==> config.mk <==
export PLATFORM = sky130hd
export DESIGN_NAME = alu_issue_ctrl
export DESIGN_NICKNAME = d
export VERILOG_FILES = /design/src/rtl/alu_issue_ctrl.sv
export SDC_FILE = /design/constraint.sdc
export NUM_CORES = 1
export LEC_CHECK = 0
export ABC_AREA = 1
export ABC_CLOCK_PERIOD_IN_PS = 3600
export CAP_MARGIN = 40
export CORE_AREA = 2 2 72 87
export DETAILED_ROUTE_END_ITERATION = 8
export DIE_AREA = 0 0 74 89
export HOLD_SLACK_MARGIN = 0.05
export PLACE_DENSITY = 0.79
export SLEW_MARGIN = 0
export SYNTH_ARGS = -nofsm -noshare
export SYNTH_HDL_FRONTEND = slang
export SYNTH_SLANG_ARGS = --single-unit
==> constraint.sdc <==
create_clock -name clk -period 3.6 [get_ports clk]
set_clock_uncertainty 0.1 [all_clocks]
set_input_delay 0.72 -clock clk [delete_from_list [all_inputs] [get_ports clk]]
set_output_delay 0.72 -clock clk [all_outputs]
set_load 0.01 [all_outputs]
==> src/rtl/alu_issue_ctrl.sv <==
// alu_issue_ctrl: issue/settle/capture sequencer around an 8-bit combinational ALU.
// Optional statistics counters are built only when ALU_ISSUE_STATS_EN is defined.
//
// state | meaning
// IDLE  | ready for a command; cmd_ready=1
// EXEC  | operands held on the ALU, settle timer counting down
// DONE  | response presented; waits for rsp_ready
module alu_issue_ctrl #(
  parameter int          EXEC_CYCLES = 1,
  parameter logic [2:0]  OP_ADD      = 3'b000,
  parameter logic [2:0]  OP_SUB      = 3'b001
) (
  input  logic        clk,
  input  logic        rst_n,
  input  logic        cmd_valid,
  output logic        cmd_ready,
  input  logic [2:0]  cmd_op,
  input  logic [7:0]  cmd_a,
  input  logic [7:0]  cmd_b,
  input  logic        cmd_use_acc,
  output logic [2:0]  alu_operation,
  output logic [7:0]  alu_operand_A,
  output logic [7:0]  alu_operand_B,
  input  logic [15:0] alu_result,
  input  logic        alu_carry,
  input  logic        alu_zero,
  output logic        rsp_valid,
  input  logic        rsp_ready,
  output logic [15:0] rsp_result,
  output logic        rsp_carry,
  output logic        rsp_zero,
  output logic [15:0] acc_out,
  output logic [15:0] stat_ops,
  output logic [15:0] stat_carry
);

  if (EXEC_CYCLES < 1 || EXEC_CYCLES > 15) begin : g_bad_exec_cycles
    $error("alu_issue_ctrl: EXEC_CYCLES must be in 1..15");
  end

  localparam logic [3:0] CNT_INIT = 4'(EXEC_CYCLES - 1);

  typedef enum logic [1:0] {IDLE = 2'd0, EXEC = 2'd1, DONE = 2'd2} state_t;

  state_t      state, state_nxt;
  logic [3:0]  cnt;
  logic        cmd_fire, capture, rsp_fire;

  assign cmd_fire = (state == IDLE) && cmd_valid;
  assign capture  = (state == EXEC) && (cnt == 4'd0);
  assign rsp_fire = (state == DONE) && rsp_ready;

  // state register
  always_ff @(posedge clk or negedge rst_n) begin
    if (!rst_n) state <= IDLE;
    else        state <= state_nxt;
  end

  // next-state decode
  always_comb begin
    state_nxt = state;
    case (state)
      IDLE:    if (cmd_valid)       state_nxt = EXEC;
      EXEC:    if (cnt == 4'd0)     state_nxt = DONE;
      DONE:    if (rsp_ready)       state_nxt = IDLE;
      default:                      state_nxt = IDLE;
    endcase
  end

  // handshake outputs decoded from state
  always_comb begin
    cmd_ready = (state == IDLE);
    rsp_valid = (state == DONE);
  end

  // operand registers, settle timer and result capture
  always_ff @(posedge clk or negedge rst_n) begin
    if (!rst_n) begin
      alu_operation <= 3'd0;
      alu_operand_A <= 8'd0;
      alu_operand_B <= 8'd0;
      cnt           <= 4'd0;
      rsp_result    <= 16'd0;
      rsp_carry     <= 1'b0;
      rsp_zero      <= 1'b0;
      acc_out       <= 16'd0;
    end else if (cmd_fire) begin
      alu_operation <= cmd_op;
      alu_operand_B <= cmd_b;
      alu_operand_A <= cmd_use_acc ? acc_out[7:0] : cmd_a;
      cnt           <= CNT_INIT;
    end else if (capture) begin
      rsp_result <= alu_result;
      rsp_zero   <= alu_zero;
      // the ALU holds a stale carry for ops that do not define one
      rsp_carry  <= ((alu_operation == OP_ADD) || (alu_operation == OP_SUB)) ? alu_carry : 1'b0;
      acc_out    <= alu_result;
    end else if (state == EXEC) begin
      cnt <= cnt - 4'd1;
    end
  end

`ifdef ALU_ISSUE_STATS_EN
  // saturating completion and carry-event counters
  always_ff @(posedge clk or negedge rst_n) begin
    if (!rst_n) begin
      stat_ops   <= 16'd0;
      stat_carry <= 16'd0;
    end else if (rsp_fire) begin
      if (stat_ops != 16'hFFFF)                 stat_ops   <= stat_ops + 16'd1;
      if (rsp_carry && (stat_carry != 16'hFFFF)) stat_carry <= stat_carry + 16'd1;
    end
  end
`else
  // statistics disabled: constant outputs, no flops
  always_comb begin
    stat_ops   = 16'd0;
    stat_carry = 16'd0;
  end
  logic unused_rsp_fire;
  assign unused_rsp_fire = rsp_fire;
`endif

endmodule

# Word-level counts from Yosys, hierarchy flattened
# Cells that the tools add are included.
dict set report classes {
  n_reduce_logical 10
  mux 9
  n_bitwise 1
  eq_ne 7
  addsub 1
}
# operator count
set op_table {}
lappend op_table {{$mux 4} 3}
lappend op_table {{$mux 8} 1}
lappend op_table {{$mux 2} 3}
lappend op_table {{$ne 2x2->1 const B} 3}
lappend op_table {{$pmux 2 s3} 1}
lappend op_table {{$logic_not 4->1} 1}
lappend op_table {{$reduce_and 2->1} 2}
lappend op_table {{$sub 4x1->4 const B} 1}
lappend op_table {{$eq 3x1->1 const B} 1}
lappend op_table {{$logic_not 3->1} 1}
lappend op_table {{$reduce_and 3->1} 1}
lappend op_table {{$eq 2x1->1 const B} 1}
lappend op_table {{$eq 2x2->1 const B} 1}
lappend op_table {{$logic_and 1x1->1} 2}
lappend op_table {{$logic_not 2->1} 1}
lappend op_table {{$ne 2x1->1 const B} 1}
lappend op_table {{$reduce_bool 2->1} 1}
lappend op_table {{$logic_or 1x1->1} 1}
lappend op_table {{$mux 1} 1}
lappend op_table {{$not 1->1} 1}
dict set report word_totals {
  word_cells 36
  reg_bits 43
}

# Logic depth before layout (Yosys ltp)
# Gate-level depths: netlist (run 1).
dict set report depth {
  word_depth 4
  depth_mapped 8
  ltp_nobuf 8
}

# Worst setup path after synthesis (run 1)
# No wires, ideal clock.
dict set report synth_timing {
  path_type {reg-to-output}
  from {reg state[0]}
  to {out rsp_valid}
  setup_slack_ns 2.193
  required_ns 2.780
  t_arrival_ns 0.587
  stages_incl_launch_ff 2
  path_cell_list {dfrtp_1 nor2_1}
}
dict set report synth_via {
  elab_chain_len 1
}
# item line
set synth_lines {}
lappend synth_lines {{start, declared} 45} ;# state_t state, state_nxt;
lappend synth_lines {{start signal, assigned} 56} ;# else state <= state_nxt;
lappend synth_lines {{$eq 2x2->1} 73} ;# rsp_valid = (state == DONE);
lappend synth_lines {{end, declared} 27} ;# output logic rsp_valid,
# No other way between the ends.

# Final worst setup path (run 1)
dict set report layout_timing {
  from {reg state[0]}
  to {out cmd_ready}
}
dict set report layout_via {
  elab_chain_len 1
}
# item line
set layout_lines {}
lappend layout_lines {{$logic_not 2->1} 72} ;# cmd_ready = (state == IDLE);
lappend layout_lines {{end, declared} 16} ;# output logic cmd_ready,
# No other way between the ends.

==> results.txt, run 1 <==
Max Fanout on Critical Path -> 4
Most common cell after layout, fill and taps aside -> clkdlybuf4s50_1
Full die area -> 6590 sq um
Largest net degree at the start of global routing -> 38
Unrepaired setup endpoints after global routing -> no
Post-CTS setup buffer count -> 0
Chip height -> 89 microns
Pleak -> 1.51 nW
Post-route ant nets -> 0
Final WS setup -> 1.39 ns
Max-cap violation count -> 0
Met1 Use GR -> 18.6%
Net Sw Frac -> 37.9%
Mean area per synthesized cell -> 8.94 sq um
Cell Area, Synth -> 2280 sq um
Final Hold Fails -> 0
Root Buffer Master -> clkbuf_8
Area growth, synth to finish -> 37.7%
Diodes inserted -> 0
First-pass GRT wire length -> 7400 microns
Fmax -> 452 MHz
CP Launch Type -> flip-flop
Final Total Pwr -> 2.65 mW
GR peak layer -> met2
CTS tree -> yes
Worst VDD drop -> 0.000401 V
TNS Setup -> 0 ns
Status -> finished clean
Synth warn -> 0
Clock Tree Buf Depth -> 2
Arrival @ worst endpoint -> 1.39 ns
Slew @ Worst Pin -> 0.562 ns
Starting Density -> 40.2%
Post-CTS sizing -> 0
Fillers -> 524
Min Tclk post-route -> 2.21 ns
Post-route cell area -> 3140 sq um
Residual DRC count -> 0
Setup violators final -> 0
Share of cells above drive strength 1 -> 11.0%
Pwr dens -> 846 nW/um^2
Pre-antenna DRT Iters -> 4
Tcrit/Tclk final -> 61.4%
P_int -> 1.65 mW
Htree depth -> 2
Sequential Power Share -> 33.2%
Sink Count -> 43
Net switching power -> 1.01 mW
Routed wire length -> 4790 microns
Vias in the first global route -> 1557
DR iter-0 viols -> 66
Final max-slew violation count -> 0
Via Count -> 1728
Slew Limit Headroom -> 62.6%
Pre-CTS setup slack -> 1.32 ns
Initial antenna violation count -> 0
Number of I/O pins -> 129
GR Util met2 -> 24.4%
Port Buf Inserts -> 96
NumNets Final -> 378
Core Region -> 5670 sq um
Synth cell types -> 23
FP Rows -> 30
Critical path class -> reg2out
Worst EP required -> 2.78 ns
Post-synthesis cell count -> 255
Clock power share -> 12.6%
CTS Hold Buffers Added -> 0
DPL Wire Length -> 3680 microns
Die W -> 74 microns
Routed WL per cell -> 11.5 microns
Placed inst area -> 3040 sq um
Logic pwr share -> 54.2%
Worst setup EP type -> output port
Global routing usage on met3 -> 4.17%
Most frequent cells in the layout -> clkdlybuf4s50_1, nand2_1, dfrtp_1
Routability Congestion -> 0.748
Tot GR Track Use -> 14.7%
Post-DR vias/cell -> 4.16
Post-synthesis register bit count -> 43
Clock-pin slew on the worst setup and hold paths -> 0.08 ns
Seq/Total Area, Yosys -> 47.2%
Hold/Removal Path Class -> in2async
Inserted Clock Buffers -> 5
Global route overflow -> 0
Clk Latency, worst-skew pair -> 0.29 ns
[synthesized netlist by cell type (all sizes together)]
cell type | number | share of area (%)
a21oi | 9 | 3.3
buf | 56 | 19
conb | 1 | 0.16
dfrtp | 43 | 47
ha | 2 | 1.1
inv | 26 | 4.3
nand2 | 68 | 12
nand3 | 3 | 1.2
nand4 | 2 | 0.55
nor2 | 12 | 2.5
o21ai | 30 | 8.2
o31ai | 1 | 0.33
or2 | 2 | 0.55
[path summary, 6_finish.rpt]
| kind | startpoint | end | slack (ns) | cells past startpoint |
|---|---|---|---|---|
| worst max register to register | cnt[0]$_DFFE_PN0P_ | acc_out[4]$_DFFE_PN0P_ | 1.82 | 5 |
| worst min-delay path | rst_n | cnt[1]$_DFFE_PN0P_ | 0.29 | 1 |
| min in group clk | rsp_zero$_DFFE_PN0P_ | rsp_zero$_DFFE_PN0P_ | 0.39 | 2 |
| max in group asynchronous | rst_n | acc_out[12]$_DFFE_PN0P_ | 2.61 | 2 |
| worst min register to register | rsp_zero$_DFFE_PN0P_ | rsp_zero$_DFFE_PN0P_ | 0.39 | 2 |
| worst max-delay path | state[0]$_DFFE_PN0P_ | cmd_ready | 1.39 | 2 |
[critical path: stages (launching register included)]
cell	delay, ns
dfrtp_1	0.43
nor2_2	0.13
clkdlybuf4s50_1	0.55
[cell families (layout without fill, tap and decap cells)]
family          after synthesis  after routing  share of synthesized area (%)
simple gates                 87             87                           16.4
buf+inv                      82            131                           23.3
flops                        43             43                           47.2
compound gates               40             40                           11.9
fa+ha+maj                     2              2                           1.10
other cells                   1             32                          0.164
[routing by layer]
metal | vias up | routed length [microns]
li1 | 865 | -
met1 | 785 | 1900
met2 | 73 | 2490
met3 | 5 | 364
met4 | 0 | 37
met5 | - | 0
[layout make-up]
| class | count | area (sq um) | share of cell area, % |
|---|---|---|---|
| tap | 80 | 100 | 3.19 |
| clock buffer | 8 | 100 | 3.19 |
| sequential | 43 | 1080 | 34.3 |
| inverter | 26 | 97.6 | 3.11 |
| multi-input combinational | 161 | 788 | 25.1 |
| timing repair buffer | 97 | 976 | 31.1 |
[power by group through the flow]
stage / clock network, mW / registers, mW / logic [mW]
after floorplan: 0 / 0.963 / 0.799
after CTS: 0.350 / 0.883 / 1.46
after global routing: 0.366 / 0.914 / 1.59
after global placement: 0 / 0.883 / 1.42
after detailed placement: 0 / 0.888 / 1.46
final: 0.335 / 0.881 / 1.44
[state kept, by name (all words and copies together), names as in the netlist]
signal and flops:
rsp_zero 1, rsp_carry 1, alu_operand_A 8, cnt 4, acc_out 16, state 2
alu_operand_B 8, alu_operation 3
[stage by stage]
step / util [%] / cells / hold slack (ns)
2_1_floorplan: - / 286 / 0.324
3_3_place_gp: 53.2 / 406 / 0.367
3_5_place_dp: 53.6 / 407 / 0.367
4_1_cts: 55.4 / 415 / 0.298
5_1_grt: 55.4 / 415 / 0.316
6_report: 55.4 / 415 / 0.285
(Power assumes the default switching activity.)
==> inputs of run 2 (changes only) <==
--- a/config.mk
+++ b/config.mk
@@ -6,13 +6,13 @@
 export NUM_CORES = 1
 export LEC_CHECK = 0
 export ABC_AREA = 1
-export ABC_CLOCK_PERIOD_IN_PS = 3600
+export ABC_CLOCK_PERIOD_IN_PS = 2110
 export CAP_MARGIN = 40
-export CORE_AREA = 2 2 72 87
+export CORE_AREA = 2 2 74 90
 export DETAILED_ROUTE_END_ITERATION = 8
-export DIE_AREA = 0 0 74 89
+export DIE_AREA = 0 0 76 92
 export HOLD_SLACK_MARGIN = 0.05
-export PLACE_DENSITY = 0.79
+export PLACE_DENSITY = 0.74
 export SLEW_MARGIN = 0
 export SYNTH_ARGS = -nofsm -noshare
 export SYNTH_HDL_FRONTEND = slang
==> constraint.sdc (replaced) <==
create_clock -name clk -period 2.11 [get_ports clk]
set_clock_uncertainty 0.1 [all_clocks]
set_input_delay 0.422 -clock clk [delete_from_list [all_inputs] [get_ports clk]]
set_output_delay 0.422 -clock clk [all_outputs]
set_load 0.01 [all_outputs]
==> results.txt, run 2 (same netlist as run 1, synthesis figures left out) <==
Fmax -> 512 MHz
Max reg flops -> 16 (unchanged)
CP Launch Point -> state[0]$_DFFE_PN0P_
Final Total Pwr -> 4.63 mW (+74%)
Arrival @ worst endpoint -> 1.43 ns (+0.04 ns)
Pre-antenna DRT Iters -> 4 (unchanged)
Final Hold Fails -> 0 (unchanged)
FP Rows -> 32 (+6.7%)
Inserted Clock Buffers -> 5 (unchanged)
Min Tclk post-route -> 1.95 ns
R2R Setup Slk -> 0.36 ns (-1.46 ns)
Worst setup EP type -> output port
Routed WL per cell -> 11.2 microns (-3.2%)
Critical R2R Capture -> acc_out[1]$_DFFE_PN0P_
Non-Filler Instances -> 424 (+2.2%)
Tot GR Track Use -> 13.5% (-1.2 points)
GR peak layer -> met2
Setup violators final -> 0 (unchanged)
Met1 Use GR -> 15.1% (-3.6 points)
Pleak -> 1.53 nW (+1.3%)
Share of cells above drive strength 1 -> 12.1% (+1.0 points)
CTS tree -> yes
Tcrit/Tclk final -> 92.6%
Via Count -> 1764 (+2.1%)
Pwr dens -> 1460 nW/um^2 (+72%)
Max Fanout on Critical Path -> 4 (unchanged)
Chip height -> 92 microns (+3.4%)
Reg2reg path depth -> 5 (unchanged)
Reg2reg start -> cnt[0]$_DFFE_PN0P_
Most common cell after layout, fill and taps aside -> clkdlybuf4s50_1
Inst Count DP -> 415 (+2.0%)
Unrepaired setup endpoints after global routing -> no
Sink Count -> 43 (unchanged)
GR Util met2 -> 24.0% (-0.39 points)
Port Buf Inserts -> 96 (unchanged)
Residual DRC count -> 0 (unchanged)
Die W -> 76 microns (+2.7%)
CP Launch Type -> flip-flop
NumNets Final -> 382 (+1.1%)
Worst EP required -> 1.59 ns (-1.19 ns)
Full die area -> 6990 sq um (+6.2%)
First-pass GRT wire length -> 7580 microns (+2.5%)
Largest net degree at the start of global routing -> 38 (unchanged)
Post-DR vias/cell -> 4.16 (about the same)
Top flop regs -> acc_out x16, alu_operand_A x8, alu_operand_B x8
Clock Tree Buf Depth -> 2 (unchanged)
TNS Setup -> 0 ns (unchanged)
Root Buffer Master -> clkbuf_8
Diodes inserted -> 0 (unchanged)
Top reg by flops -> acc_out
Most frequent cells in the layout -> clkdlybuf4s50_1, nand2_1, dfrtp_1
Clock-pin slew on the worst setup and hold paths -> 0.08 ns (about the same)
Post-route ant nets -> 0 (unchanged)
Final max-slew violation count -> 0 (unchanged)
Max-cap violation count -> 0 (unchanged)
Htree depth -> 2 (unchanged)
Area growth, synth to finish -> 39.4%
Fillers -> 595 (+14%)
Vias in the first global route -> 1700 (+9.2%)
Global routing usage on met3 -> 5.02% (+0.85 points)
Slew @ Worst Pin -> 0.506 ns (-0.0551 ns)
Global route overflow -> 0 (unchanged)
DPL Wire Length -> 3620 microns (-1.6%)
Status -> finished clean
Clk Latency, worst-skew pair -> 0.30 ns (about the same)
Number of I/O pins -> 129 (unchanged)
Routability Congestion -> 0.741 (-1.0%)
Initial antenna violation count -> 0 (unchanged)
Worst VDD drop -> 0.000582 V (+45%)
Critical path class -> reg2out
Core Region -> 6210 sq um (+9.5%)
Setup crit end -> cmd_ready
Hold/Removal Path Class -> reg2reg
Slew Limit Headroom -> 66.2% (+3.7 points)
Routed wire length -> 4740 microns (-1.1%)
Starting Density -> 36.7% (-3.5 points)
DR iter-0 viols -> 45 (-32%)
## run 2: cell types whose count changed in the layout (fill, tap and decap cells not counted), sizes merged
cell,delta
dlygate4sd3,+1
clkinv,+2
clkbuf,-3
bufinv,+1
buf,+3
## run 2: worst min path at each step
stage,startpoint,to,slack [ns],depth (start not counted)
finish,rsp_carry$_DFFE_PN0P_,rsp_carry$_DFFE_PN0P_,0.39,2
global route,alu_operand_B[4]$_DFFE_PN0N_,alu_operand_B[4]$_DFFE_PN0N_,0.42,2
CTS,rsp_carry$_DFFE_PN0P_,rsp_carry$_DFFE_PN0P_,0.39,2
detailed placement,rst_n,alu_operand_A[1]$_DFFE_PN0N_,0.27,1
global placement,rst_n,alu_operand_A[1]$_DFFE_PN0N_,0.26,1
floorplan,rst_n,acc_out[0]$_DFFE_PN0P_,0.03,0
## run 2: report_power, final
group	internal, mW	total (mW)	switching [mW]
Combinational	1.30	2.47	1.17
Clock	0.353	0.658	0.305
Sequential	1.23	1.49	0.267
## run 2: area by class of cell
| cell class | instances | area, sq um | area share, % |
|---|---|---|---|
| Sequential cell | 43 | 1080 | 33.9 |
| Clock buffer | 5 | 68.8 | 2.17 |
| Timing Repair Buffer | 101 | 996 | 31.4 |
| Inverter | 26 | 97.6 | 3.07 |
| Clock inverter | 3 | 43.8 | 1.38 |
| Multi-Input combinational cell | 161 | 788 | 24.8 |
| Tap cell | 85 | 106 | 3.35 |
## run 2: worst max-delay path: stages, from the launching register on
cell	delay [ns]
dfrtp_1	0.43
nor2_2	0.15
clkdlybuf4s50_1	0.56
## run 2: through the flow
step | util [%] | cell area, sq um | hold WS [ns] | worst slack (ns)
after floorplan | - | 2400 | 0.0264 | 0.781
after global placement | 49.2 | 3050 | 0.262 | 0.343
after detailed placement | 49.2 | 3050 | 0.273 | 0.345
after CTS | 51.2 | 3180 | 0.392 | 0.144
after global routing | 51.2 | 3180 | 0.420 | 0.102
final | 51.2 | 3180 | 0.390 | 0.156
## run 2: what timing repair did
item / in CTS / in global routing
endpoints found under the hold margin: 14 / 0
resized for setup: 0 / 0
setup buffers: 0 / 0
hold buffers: 1 / 0
setup endpoints to repair: 0 / 0
## run 2: per-layer routing
metal	share of wire [%]	vias to the layer above
met2	49	80
met1	41	809
li1	-	868
met4	1.5	0
met5	0	-
met3	8.5	7
==> inputs of run 3 (changes only) <==
--- a/config.mk
+++ b/config.mk
@@ -8,9 +8,9 @@
 export ABC_AREA = 1
 export ABC_CLOCK_PERIOD_IN_PS = 2110
 export CAP_MARGIN = 40
-export CORE_AREA = 2 2 74 90
+export CORE_AREA = 3 3 75 91
 export DETAILED_ROUTE_END_ITERATION = 8
-export DIE_AREA = 0 0 76 92
+export DIE_AREA = 0 0 78 94
 export HOLD_SLACK_MARGIN = 0.05
 export PLACE_DENSITY = 0.74
 export SLEW_MARGIN = 0
==> results.txt, run 3 (same netlist as run 1, synthesis figures left out) <==
Status -> finished clean
Worst VDD drop -> 0.000782 V (+35%)
Max-cap violation count -> 0 (unchanged)
Post-CTS sizing -> 0 (unchanged)
Post-DR vias/cell -> 4.08 (-1.8%)
Clk Latency, worst-skew pair -> 0.29 ns (about the same)
Max reg flops -> 16 (unchanged)
Vias in the first global route -> 1655 (-2.6%)
Multi-input gate area -> 788 sq um (unchanged)
Layout Utilization -> 52.4% (+1.2 points)
Setup violators final -> 0 (unchanged)
Port Buf Inserts -> 96 (unchanged)
Met1 Use GR -> 15.0% (-0.090 points)
Pwr dens -> 1480 nW/um^2 (+1.9%)
First-pass GRT wire length -> 7610 microns (+0.36%)
TNS Setup -> 0 ns (unchanged)
Slew @ Worst Pin -> 0.538 ns (+0.0312 ns)
Tot GR Track Use -> 13.1% (-0.45 points)
CTS tree -> yes
Number of I/O pins -> 129 (unchanged)
CTS Hold Buffers Added -> 0 (-1)
Starting Density -> 37.7% (+0.94 points)
Routability Congestion -> 0.761 (+2.8%)
Inserted Clock Buffers -> 5 (unchanged)
Slew Limit Headroom -> 64.2% (-2.1 points)
CP cell instances -> nor2_2, clkdlybuf4s50_1
Largest net degree at the start of global routing -> 44 (+16%)
Clock Tree Buf Depth -> 2 (unchanged)
GR peak layer -> met2
Htree depth -> 2 (unchanged)
Most frequent cells in the layout -> clkdlybuf4s50_1, nand2_1, dfrtp_1
Global routing usage on met3 -> 4.22% (-0.80 points)
Pre-antenna DRT Iters -> 4 (unchanged)
Routed WL per cell -> 11.5 microns (+2.6%)
FP Rows -> 31 (-3.1%)
NumNets Final -> 379 (-0.79%)
Post-route cell area -> 3170 sq um (-0.16%)
Max Fanout on Critical Path -> 4 (unchanged)
Fmax -> 520 MHz (+1.7%)
Tcrit/Tclk final -> 91.1% (-1.6 points)
Area growth, synth to finish -> 39.1%
Fillers -> 579 (-2.7%)
Top reg by flops -> acc_out
Via Count -> 1707 (-3.2%)
Most common cell after layout, fill and taps aside -> clkdlybuf4s50_1
Register area -> 1080 sq um (unchanged)
Full die area -> 7330 sq um (+4.9%)
Global route overflow -> 0 (unchanged)
CP Launch Type -> flip-flop
Post-CTS setup buffer count -> 0 (unchanged)
Sink Count -> 43 (unchanged)
Pleak -> 1.52 nW (-0.46%)
Post-route ant nets -> 0 (unchanged)
Hold/Removal Path Class -> in2async
Routed wire length -> 4790 microns (+1.1%)
Final WS setup -> 0.189 ns (+0.0329 ns)
Share of cells above drive strength 1 -> 11.6% (-0.49 points)
Core Region -> 6050 sq um (-2.5%)
Root Buffer Master -> clkbuf_8
Placed inst area -> 3040 sq um (-0.61%)
DPL Wire Length -> 3690 microns (+2.1%)
Chip height -> 94 microns (+2.2%)
Diodes inserted -> 0 (unchanged)
Max stage delay on crit path -> 0.55 ns (about the same)
Worst EP required -> 1.59 ns (about the same)
Pre-CTS setup slack -> 0.309 ns (-0.0365 ns)
Top flop regs -> acc_out x16, alu_operand_A x8, alu_operand_B x8
GR Util met2 -> 23.0% (-0.96 points)
Final Hold Fails -> 0 (unchanged)
Clock-pin slew on the worst setup and hold paths -> 0.08 ns (about the same)
Critical path class -> reg2out
Min Tclk post-route -> 1.92 ns (-0.0329 ns)
Worst setup EP type -> output port
Unrepaired setup endpoints after global routing -> no
Die W -> 78 microns (+2.6%)
Arrival @ worst endpoint -> 1.40 ns (-0.03 ns)
Residual DRC count -> 0 (unchanged)
DR iter-0 viols -> 50 (+11%)
Slowest-stage cell, CP -> clkdlybuf4s50_1
Initial antenna violation count -> 0 (unchanged)
Final max-slew violation count -> 0 (unchanged)
run 3: cell count changes in the layout (fill, tap and decap cells not counted), sizes merged:
cell	change
buf	-2
bufinv	+1
clkinv	-2
clkinvlp	+1
dlygate4sd3	-1
run 3: layout make-up:
class | instances | area share, %
multi-input combinational | 161 | 24.9
sequential | 43 | 33.9
inverter | 26 | 3.08
clock inverter | 3 | 2.13
tap | 82 | 3.23
clock buffer | 5 | 2.17
timing repair buffer | 98 | 30.6
run 3: layer usage:
layer | vias to the layer above | share of wire [%]
met3 | 6 | 9.5
met2 | 73 | 51
li1 | 864 | -
met4 | 0 | 1.2
met1 | 764 | 39
met5 | - | 0
run 3: worst paths after layout:
path                            slack, ns                      endpoint  cells after the start                          from
min in group clk                     0.39  alu_operand_B[3]$_DFFE_PN0N_                      2  alu_operand_B[3]$_DFFE_PN0N_
max in group asynchronous            1.45        acc_out[0]$_DFFE_PN0P_                      2                         rst_n
worst min register to register       0.39  alu_operand_B[3]$_DFFE_PN0N_                      2  alu_operand_B[3]$_DFFE_PN0N_
worst max register to register       0.37        acc_out[4]$_DFFE_PN0P_                      5            cnt[0]$_DFFE_PN0P_
worst max-delay path                 0.19                     cmd_ready                      2          state[0]$_DFFE_PN0P_
worst min-delay path                 0.09  alu_operand_A[7]$_DFFE_PN0N_                      2                         rst_n
run 3: power by group:
group | switching [mW] | internal, mW
clock network | 0.280 | 0.472
logic | 1.17 | 1.29
registers | 0.267 | 1.23
run 3: per-stage QoR:
stage / total power, mW / hold WS [ns] / instances
final: 4.71 / 0.0926 / 418
after global placement: 3.95 / 0.369 / 410
after global routing: 5.09 / 0.143 / 418
after floorplan: 3.01 / 0.0264 / 286
after CTS: 4.79 / 0.115 / 418
after detailed placement: 4.02 / 0.370 / 410
run 3: critical path: cells and delay by family (launching register included):
family                 cells  cell delay (ns)
AND/OR/NAND/NOR            1             0.13
buffers and inverters      1             0.55
flip-flops                 1             0.43
